`src/rtl/fl_pkg.sv`:
```
// Shared constants for the parallel NOR flash word reader: FSM state codes,
// default board timing and a constant helper for sizing the shared timer.
package fl_pkg;

  localparam logic [2:0] ST_RST_HOLD = 3'd0;
  localparam logic [2:0] ST_RST_WAIT = 3'd1;
  localparam logic [2:0] ST_IDLE     = 3'd2;
  localparam logic [2:0] ST_RD_LO    = 3'd3;
  localparam logic [2:0] ST_RD_HI    = 3'd4;

  // 4 clocks at 50 MHz covers the 70 ns access time with margin.
  localparam int DEF_WAIT_CYCLES = 4;
  localparam int DEF_RST_LOW     = 32;
  localparam int DEF_RST_RECOV   = 16;

  function automatic int max3(input int a, input int b, input int c);
    int m;
    m = (a > b) ? a : b;
    return (m > c) ? m : c;
  endfunction

endpackage

```
`src/rtl/fl_timer.sv`:
```
// Loadable down-counter with a zero flag; it saturates at zero until reloaded.
module fl_timer #(
  parameter int                 TW        = 5,
  parameter logic [TW-1:0]      RST_VALUE = '0
) (
  input  logic          clk,
  input  logic          rst_n,
  input  logic          load,
  input  logic [TW-1:0] load_value,
  output logic          zero
);

  logic [TW-1:0] count;

  // NOTE: sequential state is assigned with <= so every register samples
  // pre-edge values and block ordering never changes behaviour.
  always_ff @(posedge clk or negedge rst_n) begin
    if (!rst_n) begin
      count <= RST_VALUE;
    end else if (load) begin
      count <= load_value;
    end else if (count != '0) begin
      count <= count - 1'b1;
    end
  end

  assign zero = (count == '0);

endmodule

```
`src/rtl/fl_word_reader.sv`:
```
// Read-only byte-mode NOR flash controller: sequences flash power-up reset,
// then serves 16-bit word reads (two byte accesses) over a toggle req/ack.
module fl_word_reader
  import fl_pkg::*;
#(
  parameter int WAIT_CYCLES = DEF_WAIT_CYCLES,
  parameter int RST_LOW     = DEF_RST_LOW,
  parameter int RST_RECOV   = DEF_RST_RECOV
) (
  input  logic        iclk,
  input  logic        ireset_n,
  input  logic [22:0] iaddr,
  input  logic        ireq,
  output logic [15:0] odata,
  output logic        oack,
  output logic        oready,
  output logic [22:0] ofl_addr,
  input  logic [7:0]  ifl_dq,
  output logic        ofl_ce_n,
  output logic        ofl_oe_n,
  output logic        ofl_we_n,
  output logic        ofl_wp_n,
  output logic        ofl_rst_n
);

  localparam int TMAX = max3(RST_LOW, RST_RECOV, WAIT_CYCLES);
  localparam int TW   = (TMAX > 1) ? $clog2(TMAX) : 1;

  // Each delay is loaded as N-1 so the state lasts exactly N clocks.
  localparam logic [TW-1:0] LD_RST_LOW   = TW'(RST_LOW - 1);
  localparam logic [TW-1:0] LD_RST_RECOV = TW'(RST_RECOV - 1);
  localparam logic [TW-1:0] LD_WAIT      = TW'(WAIT_CYCLES - 1);

  logic [2:0]    state;
  logic [7:0]    lo_byte;
  logic          pending;
  logic          tmr_zero;
  logic          tmr_load;
  logic [TW-1:0] tmr_value;

  assign pending  = (ireq != oack);
  assign ofl_we_n = 1'b1;
  assign ofl_wp_n = 1'b1;

  // NOTE: every always_comb output gets a default first so no path leaves it
  // unassigned and no latch is inferred.
  always_comb begin
    tmr_load  = 1'b0;
    tmr_value = '0;
    case (state)
      ST_RST_HOLD: begin
        tmr_load  = tmr_zero;
        tmr_value = LD_RST_RECOV;
      end
      ST_RST_WAIT: ;
      ST_IDLE: begin
        tmr_load  = pending;
        tmr_value = LD_WAIT;
      end
      ST_RD_LO: begin
        tmr_load  = tmr_zero;
        tmr_value = LD_WAIT;
      end
      ST_RD_HI: ;
      default: begin
        tmr_load  = 1'b1;
        tmr_value = LD_RST_LOW;
      end
    endcase
  end

  fl_timer #(
    .TW        (TW),
    .RST_VALUE (LD_RST_LOW)
  ) u_timer (
    .clk        (iclk),
    .rst_n      (ireset_n),
    .load       (tmr_load),
    .load_value (tmr_value),
    .zero       (tmr_zero)
  );

  always_ff @(posedge iclk or negedge ireset_n) begin
    if (!ireset_n) begin
      state     <= ST_RST_HOLD;
      odata     <= '0;
      oack      <= 1'b0;
      oready    <= 1'b0;
      ofl_addr  <= '0;
      ofl_ce_n  <= 1'b1;
      ofl_oe_n  <= 1'b1;
      ofl_rst_n <= 1'b0;
      lo_byte   <= '0;
    end else begin
      case (state)
        ST_RST_HOLD: begin
          if (tmr_zero) begin
            ofl_rst_n <= 1'b1;
            state     <= ST_RST_WAIT;
          end
        end
        ST_RST_WAIT: begin
          if (tmr_zero) begin
            oready <= 1'b1;
            state  <= ST_IDLE;
          end
        end
        ST_IDLE: begin
          if (pending) begin
            ofl_addr <= {iaddr[22:1], 1'b0};
            ofl_ce_n <= 1'b0;
            ofl_oe_n <= 1'b0;
            state    <= ST_RD_LO;
          end
        end
        ST_RD_LO: begin
          // ce/oe stay low; only the byte select bit moves for the odd byte.
          if (tmr_zero) begin
            lo_byte     <= ifl_dq;
            ofl_addr[0] <= 1'b1;
            state       <= ST_RD_HI;
          end
        end
        ST_RD_HI: begin
          if (tmr_zero) begin
            odata    <= {ifl_dq, lo_byte};
            oack     <= ~oack;
            ofl_ce_n <= 1'b1;
            ofl_oe_n <= 1'b1;
            state    <= ST_IDLE;
          end
        end
        default: begin
          ofl_rst_n <= 1'b0;
          oready    <= 1'b0;
          ofl_ce_n  <= 1'b1;
          ofl_oe_n  <= 1'b1;
          state     <= ST_RST_HOLD;
        end
      endcase
    end
  end

endmodule

```
`config.mk`:
```
export PLATFORM = sky130hd
export DESIGN_NAME = fl_word_reader
export DESIGN_NICKNAME = d
export VERILOG_FILES = /design/src/rtl/fl_pkg.sv /design/src/rtl/fl_timer.sv /design/src/rtl/fl_word_reader.sv
export SDC_FILE = /design/constraint.sdc
export NUM_CORES = 1
export LEC_CHECK = 0
export CAP_MARGIN = 20
export CORE_UTILIZATION = 34
export CTS_CLUSTER_DIAMETER = 60
export CTS_CLUSTER_SIZE = 12
export DETAILED_ROUTE_END_ITERATION = 8
export HOLD_SLACK_MARGIN = 0.06
export MAX_ROUTING_LAYER = met4
export PLACE_DENSITY = 0.63
export SLEW_MARGIN = 20
export SYNTH_ARGS = -nofsm -noshare
export SYNTH_HDL_FRONTEND = slang
export SYNTH_SLANG_ARGS = --single-unit
```
`constraint.sdc`:
```
create_clock -name iclk -period 4.4 [get_ports iclk]
set_clock_uncertainty 0.1 [all_clocks]
set_input_delay 0.44 -clock iclk [delete_from_list [all_inputs] [get_ports iclk]]
set_output_delay 0.44 -clock iclk [all_outputs]
set_load 0.05 [all_outputs]
```
Word-level counts from Yosys, hierarchy flattened
Cells that the tools add are included.
W data, S select, Z words.
Cells by class
  $add $sub $neg: 1
  bitwise logic cells: 4
  reduce and logical (&&, ||, !) cells: 19
  eq/ne operators: 11
  mux-type cells: 16
Operator list (count)
  $pmux W5 S3: 1
  $mux W3: 4
  $pmux W3 S4: 1
  $mux W5: 2
  $ne A2 B2 Y1 const B: 5
  $reduce_and A2 Y1: 5
  $reduce_or A4 Y1: 2
  $eq A3 B2 Y1 const B: 2
  $pmux W1 S2: 3
  $pmux W1 S3: 2
  $reduce_and A3 Y1: 2
  $reduce_or A2 Y1: 3
  $logic_not A5 Y1: 1
  $reduce_bool A5 Y1: 1
  $sub A5 B1 Y5 const B: 1
  $not A1 Y1: 4
  $reduce_and A4 Y1: 1
  $reduce_bool A2 Y1: 2
  $eq A3 B1 Y1 const B: 1
  $eq A3 B3 Y1 const B: 1
  $logic_not A3 Y1: 1
  $mux W1: 3
  $reduce_or A3 Y1: 1
  $ne A2 B1 Y1 const B: 1
  $ne A1 B1 Y1: 1
Storage, ports and cells
  input port bits: 34
  logic and storage cells: 61
  register bits after elaboration: 59
  output and inout bits: 46

Logic depth before layout (Yosys ltp)
  depth in word-level cells: 4
  mapped depth: 7
  mapped depth without buffers: 6

Hierarchy
From an unflattened synthesis, not the netlist that was laid out.
Second synthesis, totals
  cell total of the unflattened synthesis: 176
  area, all modules: 2539.9 µm²
By module, submodules not included
  fl_word_reader: area each 2254.7 µm², seq. area each 1352.5 µm², cells each 149, times used 1
  fl_timer: area each 285.3 µm², seq. area each 131.4 µm², cells each 27, times used 1

Worst setup path after synthesis
OpenSTA, ideal clock, no wires.
  path kind: register -> register
  start point: register oack
  end point: register ofl_addr[10]
  stages on the path, launching flop included: 6
  clock period less this slack: 2.025 ns
  path slack: 2.375 ns
  required time: 4.175 ns
  arrival: 1.800 ns
  setup time: 0.125 ns
  buffers on the path: 2
  cells stage by stage: dfrtp_1 > xor2_1 > and3_1 > buf_2 > buf_4 > mux2_2
Between the ends
  word-level cells in the longest chain between the ends: 2
RTL lines
  from (decl): line fl_word_reader.sv:15  | output logic oack,
  from (signal assigned): line fl_word_reader.sv:127  | oack <= ~oack;
  $ne A1 B1 Y1: line fl_word_reader.sv:41  | assign pending = (ireq != oack);
  $reduce_and A2 Y1 (no line)
  to (signal assigned): line fl_word_reader.sv:110  | ofl_addr <= {iaddr[22:1], 1'b0};
  to (decl): line fl_word_reader.sv:17  | output logic [22:0] ofl_addr,
No other way between the ends.
A chain may end at the register's enable or synchronous reset.

Worst setup path in the final report
  start point: register u_timer.count[0]
  end point: register lo_byte[3]
Between the ends
  word-level cells in the longest chain between the ends: 2
RTL lines
  from (decl): line fl_timer.sv:13  | logic [TW-1:0] count;
  from (signal assigned): line fl_timer.sv:21  | count <= load_value;
  from (signal assigned): line fl_timer.sv:23  | count <= count - 1'b1;
  $logic_not A5 Y1: line fl_timer.sv:27  | assign zero = (count == '0);
  $reduce_and A2 Y1 (no line)
  to (signal assigned): line fl_word_reader.sv:119  | lo_byte <= ifl_dq;
  to (decl): line fl_word_reader.sv:35  | logic [7:0] lo_byte;
No other way between the ends.

==> out/qor.csv <==
stage,metric,value,unit
sta,setup-violations-final,0,
cts,path_clk_slew,0.06,ns
cts,clk_latency,0.32,ns
layout,synthToLayoutAreaGrowth,38.1,%
grt,grt-ovfl-total,0,
synthesis,ys_types,35,
sta,period_share,55.2,%
power_and_ir_drop,p_leak,0.00157,uW
layout,design_area,0.00354,sq mm
setup_path,r2r-end,lo_byte[3],
setup_path,path_max_fanout,10,
grt,antenna_found_initial,0,
floorplan,initial_core_util,35.4,%
cts,numCtsBuffers,9,
sta,slew_headroom,50.5,%
routing,drtAntennaViolNets,0,
grt,grt_pass1_wl,8650,microns
routing,drc,0,
setup_path,reg2reg_from,u_timer.count[0],
cts,cts_max_path_buffers,2,
cts,cts_resized,0,
floorplan,core-area,0.00725,sq mm
sta,finalHoldViolations,0,
synthesis,ys_warn_count,0,
cts,numClockSinks,59,
sta,maxSlewViolCount,0,
setup_path,ff2ff_path_depth,5,
synthesis,ys_seq_area_share,57.9,%
layout,utilization,48.9,%
routing,wl,5260,microns
routing,vias,1812,
synthesis,async_flop_share,100,%
routing,drt_pre_antenna_iters,4,
synthesis,synth_area_per_cell,13.4,sq um
layout,fillers,705,
place,dp_hpwl,3470,microns
min_path,hold_path_class,in -> async,
sta,max_freq,0.412,GHz
layout,drive_gt1_share,27.2,%
layout,diodes,0,
synthesis,synth_largest_area_cell,dfrtp_1,
synthesis,synth_edf_count,0,
floorplan,num_rows,31,
place,place.port_buffers,76,
routing,first_iter_violations,109,
routing,wl_per_cell,14.2,microns
sta,setup-tns-final,0,ns
synthesis,netlist.area_leader.share,51.7,%
place,gp_congestion,0.762,
power_and_ir_drop,irDropWorstVdd,0.000308,V
outcome,status,finished clean,
cts,root_buffer,clkbuf_8,
cts,htree_levels,3,
sta,rsz0062_at_grt,false,
sta,final.min_clock_period,2.43,ns
synthesis,synth_ff_type,dfrtp_1,
synthesis,synth_cells,192,
flow_run,drv_cap,0,
synthesis,netlist_area,0.00256,sq mm
setup_path,path_class,reg -> reg,
power_and_ir_drop,p_per_area,592,mW/mm^2
cts,hold_buffers,0,
synthesis,synth_seq_cells,59,
routing,vias_per_cell,4.88,
floorplan,die_area,0.00790,sq mm
floorplan,fp.dieW,88.9,microns
setup_path,critPathCaptureType,register,
cts,post-cts-setup-buffers,0,
sta,worst_slew_pin_slew,0.743,ns
grt,grt_pass1_vias,1850,
grt,grt_usage,15.1,%
place,place_area,0.00337,sq mm
setup_path,ff2ff_setup_slack,1.97,ns
setup_path,worstPathRequired,4.51,ns
floorplan,ioPinCount,80,
power_and_ir_drop,power,2100,uW
layout,nets,303,
grt,grt_max_degree,60,
setup_path,cp-start-kind,register,
synthesis,synth_area_leaders,"dfrtp_1, mux2_2, dfstp_2",
sta,holdWs,0.158,ns
floorplan,fp.dieH,88.9,microns
cts,cts_tree,done,
setup_path,worstPathArrival,2.53,ns
report_power, final:
group	switching, uW	internal, uW	total, uW
clock	212	213	426
sequential	101	689	790
combinational	534	348	882
cell usage in the layout, fill, tap and decap left out, types with 6 or more instances in the layout:
master           netlist  routed
a21oi_1               12      12
o21ai_0                8       8
clkdlybuf4s50_1        0      75
dfrtp_1               53      53
mux2_2                38      38
clkbuf_8               0      10
dfstp_2                6       6
nor2_1                 8       8
mux2_4                 8       8
how the worst max path moves through the flow:
stage / slack (ns) / cells after the start / startpoint / end
6_report: 1.97 / 5 / u_timer.count[0] / lo_byte[3]
5_1_grt: 1.76 / 5 / u_timer.count[0] / lo_byte[3]
4_1_cts: 1.71 / 4 / ireq / ofl_addr[22]
3_5_place_dp: 1.36 / 4 / ireq / ofl_addr[16]
3_3_place_gp: 1.39 / 4 / ireq / ofl_addr[18]
2_1_floorplan: 2.38 / 5 / oack / ofl_addr[10]
state kept, by name, summed over array words and instances (netlist names):
name           flops
oack               1
state              3
ofl_oe_n           1
odata             16
ofl_rst_n          1
ofl_addr          23
lo_byte            8
u_timer.count      5
oready             1
cells by family (layout without fill, tap and decap cells):
| logic type | Yosys count | count (layout) | share of synthesized area (%) |
|---|---|---|---|
| adder cells (fa/ha/maj) | 1 | 1 | 0.488 |
| AND/OR/NAND/NOR | 34 | 34 | 8.15 |
| other | 1 | 2 | 0.146 |
| buffers and inverters | 17 | 96 | 3.76 |
| flip-flops | 59 | 59 | 57.9 |
| AO/OA/AOI/OAI | 30 | 30 | 6.88 |
| XOR/XNOR | 4 | 4 | 1.37 |
| multiplexers | 46 | 46 | 21.4 |
synthesized netlist by cell type (3+ instances only):
master    instances
dfrtp_1          53
mux2_2           38
a21oi_1          12
mux2_4            8
nor2_1            8
o21ai_0           8
buf_4             6
dfstp_2           6
a211oi_1          4
clkbuf_1          4
inv_1             4
nand2_1           4
nor2b_1           4
nor3_1            4
nand2b_1          3
xnor2_1           3
layer usage:
layer	global-route usage (%)	part of all wire (%)	vias to the layer above
met5	-	0	-
li1	-	-	830
met4	7.04	1.4	0
met3	4.38	6.6	8
met2	22.9	47	66
met1	18.7	45	908
critical path: stages, from the launching register on:
cell and delay, ns:
dfstp_2 0.38, inv_1 0.10, ha_1 0.27, nor4b_4 0.55, and3_1 0.53, mux2_2 0.39
layout make-up:
class                      instances  area [sq um]  share of cell area (%)
timing repair buffer              77           763                    21.5
tap                               99           124                    3.50
multi-input combinational        117           990                    27.9
inverter                           4          15.0                   0.424
sequential                        59          1480                    41.9
clock inverter                     5          30.0                   0.847
clock buffer                      10           138                    3.88
per-stage QoR:
| stage | setup WS, ns | cells |
|---|---|---|
| after CTS | 1.71 | 371 |
| final | 1.97 | 371 |
| after global placement | 1.39 | 356 |
| after detailed placement | 1.36 | 356 |
| after global routing | 1.76 | 371 |
| after floorplan | 2.38 | 193 |
Note: power is estimated with default switching activity, not from simulation.
